**config.mk**
```make
export PLATFORM = sky130hd
export DESIGN_NAME = dlx_seq_ctrl_flat
export DESIGN_NICKNAME = d
export VERILOG_FILES = /design/src/rtl/dlx_seq_ctrl_if.sv /design/src/rtl/dlx_seq_ctrl.sv /design/src/flat_wrapper.sv
export SDC_FILE = /design/constraint.sdc
export NUM_CORES = 1
export LEC_CHECK = 0
export ABC_AREA = 1
export CAP_MARGIN = 20
export CORE_MARGIN = 2
export CORE_UTILIZATION = 50
export DETAILED_ROUTE_END_ITERATION = 8
export GPL_ROUTABILITY_DRIVEN = 0
export HOLD_SLACK_MARGIN = 0.08
export PLACE_DENSITY = 0.83
export SLEW_MARGIN = 30
export SYNTH_ARGS = -nofsm -noshare
export SYNTH_HDL_FRONTEND = slang
export SYNTH_SLANG_ARGS = --single-unit
```
**constraint.sdc**
```tcl
create_clock -name clk -period 1.8 [get_ports clk]
set_input_delay 0.36 -clock clk [delete_from_list [all_inputs] [get_ports clk]]
set_output_delay 0.36 -clock clk [all_outputs]
set_load 0.02 [all_outputs]
```
**src/rtl/dlx_seq_ctrl_if.sv**
```systemverilog
// Bundle between the DLX control sequencer and the decoder / memory / datapath side.
// i_req (d_req) stays high until i_ready (d_ready) is seen high on a clk edge; readies are ignored otherwise.
`timescale 1ns/1ps
interface dlx_seq_ctrl_if #(
    parameter int CNT_W = 32
);
    logic             halt_req;
    logic             i_ready;
    logic             d_ready;
    logic             d_load_enable;
    logic             d_write_enable;
    logic [4:0]       Rd;
    logic [1:0]       Pc_cmd;

    logic             IF;
    logic             ID;
    logic             EX;
    logic             MEM;
    logic             WB;
    logic             i_req;
    logic             d_req;
    logic             rf_write_enable;
    logic             pc_update;
    logic             pc_redirect;
    logic             halted;
    logic             bus_error;
    logic [CNT_W-1:0] instret;
    logic [2:0]       state_dbg;

    // master: the sequencer; slave: decoder, memories and datapath
    modport master (
        input  halt_req, i_ready, d_ready, d_load_enable, d_write_enable, Rd, Pc_cmd,
        output IF, ID, EX, MEM, WB, i_req, d_req, rf_write_enable, pc_update,
               pc_redirect, halted, bus_error, instret, state_dbg
    );

    modport slave (
        output halt_req, i_ready, d_ready, d_load_enable, d_write_enable, Rd, Pc_cmd,
        input  IF, ID, EX, MEM, WB, i_req, d_req, rf_write_enable, pc_update,
               pc_redirect, halted, bus_error, instret, state_dbg
    );
endinterface

```
**src/rtl/dlx_seq_ctrl.sv**
```systemverilog
// Multi-cycle DLX control sequencer: FETCH/DECODE/EXEC/MEM/WBACK with bounded memory waits,
// halt at instruction boundaries, sticky bus error and a retired-instruction counter.
`timescale 1ns/1ps
module dlx_seq_ctrl #(
    parameter int TIMEOUT = 16,
    parameter int CNT_W   = 32
) (
    input  logic           clk,
    input  logic           reset_n,
    dlx_seq_ctrl_if.master bus
);
    typedef enum logic [2:0] {
        S_BOOT   = 3'd0,
        S_FETCH  = 3'd1,
        S_DECODE = 3'd2,
        S_EXEC   = 3'd3,
        S_MEM    = 3'd4,
        S_WBACK  = 3'd5,
        S_HALT   = 3'd6,
        S_ERROR  = 3'd7
    } state_t;

    localparam int             WC_W    = (TIMEOUT > 2) ? $clog2(TIMEOUT) : 1;
    localparam logic [WC_W-1:0] WC_LAST = WC_W'(TIMEOUT - 1);

    state_t           state;
    state_t           state_next;
    logic [WC_W-1:0]  wait_cnt;
    logic             bus_error_q;
    logic [CNT_W-1:0] instret_q;

    always_ff @(posedge clk) begin
        if (!reset_n) state <= S_BOOT;
        else          state <= state_next;
    end

    // A ready seen on the last allowed wait cycle still completes the access.
    always_comb begin
        state_next = state;
        case (state)
            S_BOOT:   state_next = bus.halt_req ? S_HALT : S_FETCH;
            S_FETCH: begin
                if (bus.i_ready)              state_next = S_DECODE;
                else if (wait_cnt == WC_LAST) state_next = S_ERROR;
            end
            S_DECODE: state_next = S_EXEC;
            S_EXEC:   state_next = (bus.d_load_enable || bus.d_write_enable) ? S_MEM : S_WBACK;
            S_MEM: begin
                if (bus.d_ready)              state_next = S_WBACK;
                else if (wait_cnt == WC_LAST) state_next = S_ERROR;
            end
            S_WBACK:  state_next = bus.halt_req ? S_HALT : S_FETCH;
            S_HALT:   if (!bus.halt_req) state_next = S_FETCH;
            S_ERROR:  state_next = S_ERROR;
            default:  state_next = S_BOOT;
        endcase
    end

    always_comb begin
        bus.IF              = 1'b0;
        bus.ID              = 1'b0;
        bus.EX              = 1'b0;
        bus.MEM             = 1'b0;
        bus.WB              = 1'b0;
        bus.i_req           = 1'b0;
        bus.d_req           = 1'b0;
        bus.rf_write_enable = 1'b0;
        bus.pc_update       = 1'b0;
        bus.pc_redirect     = 1'b0;
        bus.halted          = 1'b0;
        case (state)
            S_FETCH: begin
                bus.IF    = 1'b1;
                bus.i_req = 1'b1;
            end
            S_DECODE: bus.ID = 1'b1;
            S_EXEC:   bus.EX = 1'b1;
            S_MEM: begin
                bus.MEM   = 1'b1;
                bus.d_req = 1'b1;
            end
            S_WBACK: begin
                bus.WB              = 1'b1;
                bus.pc_update       = 1'b1;
                // r0 is hardwired zero and stores have no register result
                bus.rf_write_enable = (bus.Rd != 5'd0) && !bus.d_write_enable;
                bus.pc_redirect     = (bus.Pc_cmd != 2'd0);
            end
            S_HALT:   bus.halted = 1'b1;
            default: ;
        endcase
    end

    // Wait counter restarts on every state entry so FETCH and MEM each get a full budget.
    always_ff @(posedge clk) begin
        if (!reset_n)
            wait_cnt <= '0;
        else if (state_next != state)
            wait_cnt <= '0;
        else if (state == S_FETCH || state == S_MEM)
            wait_cnt <= wait_cnt + WC_W'(1);
        else
            wait_cnt <= '0;
    end

    always_ff @(posedge clk) begin
        if (!reset_n)                 bus_error_q <= 1'b0;
        else if (state_next == S_ERROR) bus_error_q <= 1'b1;
    end

    always_ff @(posedge clk) begin
        if (!reset_n)             instret_q <= '0;
        else if (state == S_WBACK) instret_q <= instret_q + CNT_W'(1);
    end

    assign bus.bus_error = bus_error_q;
    assign bus.instret   = instret_q;
    assign bus.state_dbg = state;
endmodule

```
**src/flat_wrapper.sv**
```systemverilog
// flat-port wrapper written by rule: the top's interface ports become plain ports
module dlx_seq_ctrl_flat 
#(
    parameter int TIMEOUT = 16,
    parameter int CNT_W   = 32
)
  (clk, reset_n, bus_halt_req, bus_i_ready, bus_d_ready, bus_d_load_enable, bus_d_write_enable, bus_Rd, bus_Pc_cmd, bus_IF, bus_ID, bus_EX, bus_MEM, bus_WB, bus_i_req, bus_d_req, bus_rf_write_enable, bus_pc_update, bus_pc_redirect, bus_halted, bus_bus_error, bus_instret, bus_state_dbg);
  dlx_seq_ctrl_if #(.CNT_W(CNT_W)) bus_i ();
  input  logic clk;
  input  logic reset_n;
  input wire logic [$bits(bus_i.halt_req)-1:0] bus_halt_req;
  input wire logic [$bits(bus_i.i_ready)-1:0] bus_i_ready;
  input wire logic [$bits(bus_i.d_ready)-1:0] bus_d_ready;
  input wire logic [$bits(bus_i.d_load_enable)-1:0] bus_d_load_enable;
  input wire logic [$bits(bus_i.d_write_enable)-1:0] bus_d_write_enable;
  input wire logic [$bits(bus_i.Rd)-1:0] bus_Rd;
  input wire logic [$bits(bus_i.Pc_cmd)-1:0] bus_Pc_cmd;
  output wire logic [$bits(bus_i.IF)-1:0] bus_IF;
  output wire logic [$bits(bus_i.ID)-1:0] bus_ID;
  output wire logic [$bits(bus_i.EX)-1:0] bus_EX;
  output wire logic [$bits(bus_i.MEM)-1:0] bus_MEM;
  output wire logic [$bits(bus_i.WB)-1:0] bus_WB;
  output wire logic [$bits(bus_i.i_req)-1:0] bus_i_req;
  output wire logic [$bits(bus_i.d_req)-1:0] bus_d_req;
  output wire logic [$bits(bus_i.rf_write_enable)-1:0] bus_rf_write_enable;
  output wire logic [$bits(bus_i.pc_update)-1:0] bus_pc_update;
  output wire logic [$bits(bus_i.pc_redirect)-1:0] bus_pc_redirect;
  output wire logic [$bits(bus_i.halted)-1:0] bus_halted;
  output wire logic [$bits(bus_i.bus_error)-1:0] bus_bus_error;
  output wire logic [$bits(bus_i.instret)-1:0] bus_instret;
  output wire logic [$bits(bus_i.state_dbg)-1:0] bus_state_dbg;
  assign bus_i.halt_req = bus_halt_req;
  assign bus_i.i_ready = bus_i_ready;
  assign bus_i.d_ready = bus_d_ready;
  assign bus_i.d_load_enable = bus_d_load_enable;
  assign bus_i.d_write_enable = bus_d_write_enable;
  assign bus_i.Rd = bus_Rd;
  assign bus_i.Pc_cmd = bus_Pc_cmd;
  assign bus_IF = bus_i.IF;
  assign bus_ID = bus_i.ID;
  assign bus_EX = bus_i.EX;
  assign bus_MEM = bus_i.MEM;
  assign bus_WB = bus_i.WB;
  assign bus_i_req = bus_i.i_req;
  assign bus_d_req = bus_i.d_req;
  assign bus_rf_write_enable = bus_i.rf_write_enable;
  assign bus_pc_update = bus_i.pc_update;
  assign bus_pc_redirect = bus_i.pc_redirect;
  assign bus_halted = bus_i.halted;
  assign bus_bus_error = bus_i.bus_error;
  assign bus_instret = bus_i.instret;
  assign bus_state_dbg = bus_i.state_dbg;
  dlx_seq_ctrl #(.TIMEOUT(TIMEOUT), .CNT_W(CNT_W)) u_core (.clk(clk), .reset_n(reset_n), .bus(bus_i));
endmodule
```
==> flow_summary.yaml <==
layout:
  syn_to_final_growth_pct: 33.82
  diodes: 0
  multiInputGateArea_um2: 1483
  final_util: 0.7004
  stdcell_count: 546
  drive_above_1_share: 0.09812
  final_nets: 494
  regArea_um2: 809.5
  fill_cells: 415
drt:
  drcViolationCount: 0
  vias: 2752
  wl_per_cell_um: 11.93
  firstDrtPassIters: 4
  wl_um: 6513
  via_per_inst: 5.040
  drtIter0Drc: 162
  ant_nets: 0
logic_synthesis:
  netlist-cell-type-count: 34
  ys.flop_type: "dfxtp_1"
  synth_area_leaders: "dfxtp_1 32%, nand2_1 21%, nor2_1 10%"
  synth.top_cell.area_share: 0.3197
  ys_warn_count: 0
  seq_area_frac_synth: 0.3197
  synth_edf_count: 0
  synth_area_um2: 2505
  synth_cells: 410
  synth_most_common_cell: "nand2_1"
  ys_seq_elements: 40
  yosysTopAreaCell: "dfxtp_1"
  syn_nets: 426
  ys_top_cells_by_count: "140 x nand2_1, 69 x nor2_1, 40 x dfxtp_1, 40 x inv_1, 26 x a21oi_1"
  async_flop_share: 0
  syn_area_per_cell_um2: 6.110
sta:
  tightest_slew_ns: 0.3551
  finalHoldViolCount: 0
  slew_headroom: 0.7614
  whs_ns: 0.4579
  min_period_ns: 1.768
  setup_viol: 0
  period_share: 0.9821
  skew_ns: 0.004425
  max_freq_ghz: 0.5657
  timing.setup.tns_ns: 0
  rsz0062_at_grt: "yes"
  slew_viol_final: 0
worst_setup_path:
  crit_chain: "clkdlybuf4s50_1"
  critPathRequiredTime_ns: 1.44
  critPathKind: "reg2out"
  crit_family: "buffers and inverters"
  arrival_ns: 1.41
  crit_path_end_kind: "output pin"
  cpPeakStageDelay_ns: 0.65
  path_buf_inv: 1
  path_max_fanout: 5
  startpoint_type: "flop"
  slowest_stage: "clkdlybuf4s50_1"
global_route:
  antenna_found_initial: 0
  grt_util_all_layers: 0.2346
  grt_pass1_vias: 2394
  grt_max_degree: 17
  grt_remaining_overflow: 0
  grt_pass1_wl_um: 10180
floorplan:
  ios: 61
  die_area_um2: 5592
  coreArea_um2: 4786
  start_util: 0.5234
  die_height_um: 74.78
  core.rowCount: 25
  dieWidth_um: 74.78
place:
  port_buffers: 60
  dp_hpwl_um: 4961
  dp_cells: 538
power:
  max-vdd-ir-drop_uv: 479.1
  power_mw: 2.789
  leakagePower_nw: 1.326
  powerDensity_nw_per_um2: 832.0
outcome:
  status: "finished, final reports clean"
clock_network:
  clkTransAtPathRegs_ns: 0.08
  cts_buffers: 5
  cts_max_path_buffers: 2
  clk-insertion-delay-late_ns: 0.30
  clock_sinks: 40
  htree_levels: 2
  cts_tree: "built"
  cts_root_buffer: "clkbuf_8"
min_path:
  hp-class: "reg2reg"
run:
  maxCapViolCount: 0
==> flip-flops by register name, indices dropped and copies added, names as in the netlist <==
register / cells
u_core.bus.bus_error: 1
u_core.wait_cnt: 4
u_core.bus.instret: 32
u_core.bus.state_dbg: 3
==> routing by layer <==
metal | up-vias | GRT usage | part of all wire
li1 | 1413 | - | -
met1 | 1225 | 0.2798 | 0.42
met2 | 102 | 0.4248 | 0.48
met3 | 12 | 0.03748 | 0.076
met4 | 0 | 0.08532 | 0.019
met5 | - | 0 | 0
==> repair_timing <==
action	CTS	global route
hold buffers	0	0
gates resized for setup	14	15
cloned	0	0
pin swaps	0	2
setup endpoints to repair	16	9
setup buffers	0	0
==> cell type report <==
class,instances,area share
well taps,67,0.02501
multi-input cells,313,0.4423
clock buffers,6,0.02165
repair buffers,73,0.2079
clock inverters,2,0.01045
flip-flops and latches,40,0.2415
inverters,45,0.05114
==> worst paths after layout <==
kind | from | to | slack, ns | depth (start not counted)
setup / recovery | u_core.bus.instret[10] | bus_instret[10] | 0.03 | 1
hold / removal | u_core.wait_cnt[0] | u_core.wait_cnt[0] | 0.46 | 1
setup reg to reg | u_core.bus.state_dbg[1] | u_core.bus.instret[17] | 0.13 | 11
hold reg to reg | u_core.wait_cnt[0] | u_core.wait_cnt[0] | 0.46 | 1
==> layout by cell type, fill, tap and decap left out, types with 2 or more instances in the layout <==
master,count
o21ai_1,2
nor3_2,2
clkbuf_8,5
xor2_1,8
nor2_2,3
nor2_1,69
dlygate4sd2_1,9
clkdlybuf4s15_1,2
dfxtp_4,2
nand3_1,24
inv_2,3
nor2_4,4
dfxtp_1,37
nand2_1,140
a21oi_1,26
clkdlybuf4s50_1,45
inv_1,40
dlymetal6s2s_1,3
nor3_1,6
buf_4,12
o21ai_0,10
nand3_2,2
xnor2_1,3
==> cells by family after synthesis <==
logic type | after synthesis | share of synthesized area
XOR/XNOR | 11 | 0.03846
adder cells (fa/ha/maj) | 2 | 0.009988
AND/OR/NAND/NOR | 259 | 0.4501
buffers and inverters | 57 | 0.09740
AO/OA/AOI/OAI | 41 | 0.08442
flip-flops | 40 | 0.3197
==> through the flow <==
step / cell area (µm²) / setup slack (ns)
floorplan: 2510 / 0.06833
global placement: 3219 / -0.2388
detailed placement: 3219 / -0.2673
CTS: 3314 / 0.01622
global route: 3352 / -0.01572
finish: 3352 / 0.03222
==> power breakdown <==
group	internal, mW	switching (mW)
registers	0.952	0.0829
clock network	0.411	0.314
logic	0.402	0.627
total	1.77	1.02
(Power assumes the default switching activity.)
